<file path="src/rtl/tron_plot_scheduler.sv">
// Tron pixel scheduler: arbitrates pixel writes from two players into a single
// VGA adapter write port and performs full-screen clears to black.
module tron_plot_scheduler #(
  parameter int XMAX = 159,
  parameter int YMAX = 119
) (
  input  logic       clk,
  input  logic       resetn,
  input  logic       clear_req,
  input  logic       p0_req,
  input  logic       p1_req,
  input  logic [7:0] p0_x,
  input  logic [7:0] p1_x,
  input  logic [6:0] p0_y,
  input  logic [6:0] p1_y,
  input  logic [2:0] p0_colour,
  input  logic [2:0] p1_colour,
  output logic       p0_gnt,
  output logic       p1_gnt,
  output logic [7:0] x,
  output logic [6:0] y,
  output logic [2:0] colour,
  output logic       plot,
  output logic       busy,
  output logic       clear_done,
  output logic       oor
);

  localparam logic [7:0] XMAX_L = 8'(XMAX);
  localparam logic [6:0] YMAX_L = 7'(YMAX);

  typedef enum logic [1:0] {IDLE, CLEAR, ARB} state_t;

  state_t     r_state;
  state_t     w_nextState;
  logic       r_rrPtr;
  logic [7:0] r_sx;
  logic [6:0] r_sy;
  logic [7:0] r_x;
  logic [6:0] r_y;
  logic [2:0] r_colour;
  logic       r_plot;
  logic       r_oor;
  logic       r_clearDone;

  logic       w_gnt0;
  logic       w_gnt1;
  logic       w_anyGnt;
  logic       w_clearStart;
  logic       w_sweepLast;
  logic [7:0] w_gntX;
  logic [6:0] w_gntY;
  logic [2:0] w_gntColour;
  logic       w_inRange;

  assign w_sweepLast = (r_state == CLEAR) && (r_sx == XMAX_L) && (r_sy == YMAX_L);
  assign w_anyGnt    = w_gnt0 | w_gnt1;
  assign w_gntX      = w_gnt1 ? p1_x : p0_x;
  assign w_gntY      = w_gnt1 ? p1_y : p0_y;
  assign w_gntColour = w_gnt1 ? p1_colour : p0_colour;
  assign w_inRange   = (w_gntX <= XMAX_L) && (w_gntY <= YMAX_L);

  // State register
  always_ff @(posedge clk or negedge resetn) begin
    if (!resetn) r_state <= IDLE;
    else         r_state <= w_nextState;
  end

  // Next state and grant decision; a clear request beats any player request
  always_comb begin
    w_nextState  = r_state;
    w_gnt0       = 1'b0;
    w_gnt1       = 1'b0;
    w_clearStart = 1'b0;
    case (r_state)
      IDLE, ARB: begin
        if (clear_req) begin
          w_nextState  = CLEAR;
          w_clearStart = 1'b1;
        end else if (p0_req || p1_req) begin
          w_nextState = ARB;
          if (p0_req && (!p1_req || !r_rrPtr)) w_gnt0 = 1'b1;
          else                                 w_gnt1 = 1'b1;
        end else begin
          w_nextState = IDLE;
        end
      end
      CLEAR: begin
        if (w_sweepLast) w_nextState = IDLE;
      end
      default: w_nextState = IDLE;
    endcase
  end

  // Round-robin pointer hands priority to the other player after every grant
  always_ff @(posedge clk or negedge resetn) begin
    if (!resetn)     r_rrPtr <= 1'b0;
    else if (w_gnt0) r_rrPtr <= 1'b1;
    else if (w_gnt1) r_rrPtr <= 1'b0;
  end

  // Clear sweep counters: x inner, y outer, rewound when a clear begins or ends
  always_ff @(posedge clk or negedge resetn) begin
    if (!resetn) begin
      r_sx <= '0;
      r_sy <= '0;
    end else if (w_clearStart) begin
      r_sx <= '0;
      r_sy <= '0;
    end else if (r_state == CLEAR) begin
      if (r_sx == XMAX_L) begin
        r_sx <= '0;
        if (r_sy == YMAX_L) r_sy <= '0;
        else                r_sy <= r_sy + 7'd1;
      end else begin
        r_sx <= r_sx + 8'd1;
      end
    end
  end

  // Granted pixel is captured so it drives the adapter one cycle after the grant
  always_ff @(posedge clk or negedge resetn) begin
    if (!resetn) begin
      r_x         <= '0;
      r_y         <= '0;
      r_colour    <= '0;
      r_plot      <= 1'b0;
      r_oor       <= 1'b0;
      r_clearDone <= 1'b0;
    end else begin
      r_plot      <= w_anyGnt & w_inRange;
      r_oor       <= w_anyGnt & ~w_inRange;
      r_clearDone <= w_sweepLast;
      if (w_anyGnt) begin
        r_x      <= w_gntX;
        r_y      <= w_gntY;
        r_colour <= w_gntColour;
      end
    end
  end

  // Adapter port shows the sweep position while clearing, else the last granted pixel
  always_comb begin
    busy       = (r_state == CLEAR);
    p0_gnt     = w_gnt0;
    p1_gnt     = w_gnt1;
    clear_done = r_clearDone;
    oor        = r_oor;
    if (r_state == CLEAR) begin
      x      = r_sx;
      y      = r_sy;
      colour = 3'b000;
      plot   = 1'b1;
    end else begin
      x      = r_x;
      y      = r_y;
      colour = r_colour;
      plot   = r_plot;
    end
  end

endmodule

</file>
<file path="config.mk">
export PLATFORM = sky130hd
export DESIGN_NAME = tron_plot_scheduler
export DESIGN_NICKNAME = d
export VERILOG_FILES = /design/src/rtl/tron_plot_scheduler.sv
export SDC_FILE = /design/constraint.sdc
export NUM_CORES = 1
export LEC_CHECK = 0
export ABC_CLOCK_PERIOD_IN_PS = 1900
export CAP_MARGIN = 20
export CORE_ASPECT_RATIO = 1.1
export CORE_MARGIN = 2
export CORE_UTILIZATION = 41
export DETAILED_ROUTE_END_ITERATION = 10
export PLACE_DENSITY_LB_ADDON = 0.3
export SLEW_MARGIN = 20
export SYNTH_ARGS = -nofsm -noshare
export SYNTH_HDL_FRONTEND = slang
export SYNTH_SLANG_ARGS = --single-unit
export TNS_END_PERCENT = 10
</file>
<file path="constraint.sdc">
create_clock -name clk -period 1.9 [get_ports clk]
set_clock_uncertainty 0.1 [all_clocks]
set_input_delay 0.285 -clock clk [delete_from_list [all_inputs] [get_ports clk]]
set_output_delay 0.285 -clock clk [all_outputs]
set_load 0.1 [all_outputs]
</file>
==> key figures <==
Run status
  • Outcome: complete, but fails checks
  • Violated checks: setup timing

Global route
  • Gr ovfl total: 0
  • Pin count of the biggest net entering global routing: 33
  • First-pass GRT wire length: 9430 microns
  • Antenna violations before repair: 0
  • Vias in the first global route: 1998
  • GRT Total Usage: 0.215

Cells and area
  • # fillers: 368
  • P&R area growth vs syn: 65.8%
  • Commonest non-fill, non-tap cell in the layout: nand2_1
  • Share of layout cells above drive strength 1: 0.308
  • Most frequent cells in the layout: 46 x nand2_1, 39 x dfrtp_1, 39 x clkdlybuf4s50_1, 25 x o21ai_0, 24 x buf_12
  • Seq. cell area: 976 sq um
  • Inserted Diodes: 0
  • Post-layout nets: 367
  • Multi-input logic area: 0.00127 sq mm

Power
  • Power per cell area: 1730 mW/mm^2
  • Clock share of power: 0.090
  • Largest vdd supply drop: 0.000948 V
  • Switching Share: 0.516
  • P_sw: 0.00312 W
  • Reg power frac: 0.209
  • Cell Int Power: 0.00293 W
  • P_leak: 1.61 nW
  • Comb power frac: 0.701
  • Total power: 0.00605 W

Critical path
  • Worst EP required: 1.51 ns
  • Worst Path Arrival: 1.54 ns
  • R2R setup slack: 0.10 ns
  • End of the critical path: y[3]
  • Crit path max fanout: 6
  • Startpoint Class: flop
  • Worst reg2reg path depth: 5
  • Reg-to-reg endpoint: r_sy[5]
  • CP startpoint: r_state[1]
  • Critical Path Sink Type: output port
  • Worst flop-to-flop path startpoint: r_state[1]
  • Setup CP Type: reg2out

Synth
  • Cell area after synthesis: 0.00211 sq mm
  • Distinct cells, synth: 35
  • Mapped Nets: 287
  • Post-synth top area share: 0.462
  • Synth area leader: dfrtp_1
  • Syn Inst Count: 244
  • Seq/Total Area, Yosys: 0.462
  • Syn. warnings: 0
  • Flops & latches, synth: 39
  • Synth area leaders: dfrtp_1 46%, nand2_1 14%, mux2i_1 10%
  • Mapped Avg Cell Area: 8.66 sq um

Clock network
  • Maximum clock insertion buffer count: 2
  • Clock root buffer master: clkbuf_8
  • Clock latency on the worst-skew pair: 0.29 ns
  • CTS H-tree lvls: 2
  • Clk pin slew, worst setup/hold paths: 0.08 ns
  • CTS tree: done
  • CTS Buf Count: 5
  • Clock sinks: 39

Timing
  • RSZ-0062 raised after global routing: yes
  • Fmax: 0.518 GHz
  • Relative slew slack: 0.666
  • Slew Viols, Final: 0
  • Post-route minimum period: 1.93 ns
  • Setup TNS: -0.0667 ns
  • Crit share post-route: 1.02
  • Measured slew at the worst slew-check pin: 0.500 ns
  • Fin worst setup slack: -0.0296 ns
  • Final setup fails: 3
  • Final hold violations: 0

Floorplan
  • Io pins: 65
  • CORE AREA: 0.00500 sq mm
  • Die H: 79.3 microns
  • Row count: 27
  • Die Wd: 72.4 microns
  • Starting Density: 0.422
  • Die ar.: 0.00574 sq mm

Drt
  • Drt wl/cell: 15.1 microns
  • DRC Markers: 0
  • TritonRoute pass-1 iters: 4
  • Vias: 2041
  • Antenna Nets Post-Route: 0
  • Drt initial violations: 178
  • Routed WL: 5800 microns
  • Via-to-Cell Ratio: 5.33

Placed design
  • Final Wtd Congestion: 0.765
  • Post-DP HPWL: 4160 microns
  • IO Port Bufs: 64
  • Pre-CTS WS: 0.0974 ns

Run
  • Max Cap Viol: 0

Hold path
  • Hold crit path type: in2async
sequential cells by signal, indices dropped and copies added, names as in the netlist:
name	count
r_plot	1
oor	1
r_colour	3
r_y	7
r_rrPtr	1
r_x	8
r_sy	7
r_sx	8
clear_done	1
r_state	2
cell families after synthesis:
group / after synthesis / synth area share
compound gates: 41 / 0.105
mux: 22 / 0.104
xor+xnor: 5 / 0.0207
buf+inv: 16 / 0.0320
simple gates: 119 / 0.264
fa+ha+maj: 2 / 0.0118
flops: 39 / 0.462
what timing repair did:
action                                  CTS  global route
endpoints found under the setup margin   21            19
pin swaps                                 0             8
cloned                                    1             1
setup buffers                             2             0
gates resized for setup                  12            25
hold endpoints to repair                 19             0
hold buffers                              1             0
cell usage after synthesis:
master,n
or2b_1,1
a21o_1,1
xnor2_1,4
buf_2,3
a211oi_1,2
a21oi_1,6
nor2b_1,2
and2_1,5
nand3_1,6
buf_4,1
nand3_4,1
mux2i_1,22
and4b_4,1
and3_1,1
nor3_1,1
o22ai_1,2
nand2_1,77
o31ai_1,1
xor2_1,1
a21boi_0,1
nand4_1,8
inv_1,3
nand2b_1,3
o21ai_0,27
clkbuf_1,8
ha_1,2
and4bb_2,1
and2b_1,1
nor2_1,7
a31oi_1,1
clkinv_1,1
dfrtp_1,39
or4_1,2
or3_1,1
and4_1,1
worst max-delay path, stage by stage, from the launching register on:
cell and delay, ns:
dfrtp_1 0.39, or2b_4 0.33, clkbuf_16 0.19, o21ai_4 0.15, buf_12 0.19
routing by layer:
metal	share of wire	GRT usage	routed length [microns]
met5	0	0	0
met4	0.022	0.0778	128
met3	0.041	0.0482	235
met2	0.51	0.372	2970
met1	0.42	0.259	2460
how the worst min path moves through the flow:
stage	from	end	slack (ns)	cells past startpoint
2_1_floorplan	resetn	clear_done	-0.11	0
6_report	resetn	r_colour[2]	0.38	2
5_1_grt	resetn	r_rrPtr	0.41	2
3_5_place_dp	resetn	r_sx[0]	0.17	1
3_3_place_gp	resetn	r_sx[0]	0.18	1
4_1_cts	r_colour[2]	r_colour[2]	0.38	2
power by group through the flow:
stage	Clock, W	Sequential [W]	Combinational (W)
finish	0.000545	0.00126	0.00424
detailed placement	0	0.00125	0.00384
global route	0.000594	0.00129	0.00442
floorplan	0	0.00122	0.00246
CTS	0.000553	0.00122	0.00406
global placement	0	0.00123	0.00381
area by class of cell:
class | count | area share
multi-input cells | 189 | 0.362
repair buffers | 85 | 0.307
flip-flops and latches | 39 | 0.279
clock inverters | 3 | 0.00429
inverters | 4 | 0.00786
clock buffers | 5 | 0.0197
well taps | 58 | 0.0207
through the flow:
stage | cells | utilization | area [sq um] | hold slack (ns)
finish | 383 | 0.700 | 3500 | 0.382
global route | 383 | 0.700 | 3500 | 0.415
CTS | 382 | 0.680 | 3400 | 0.380
detailed placement | 370 | 0.645 | 3230 | 0.174
global placement | 370 | 0.645 | 3230 | 0.175
floorplan | 244 | - | 2230 | -0.111
Power figures use the tool's default switching activity.
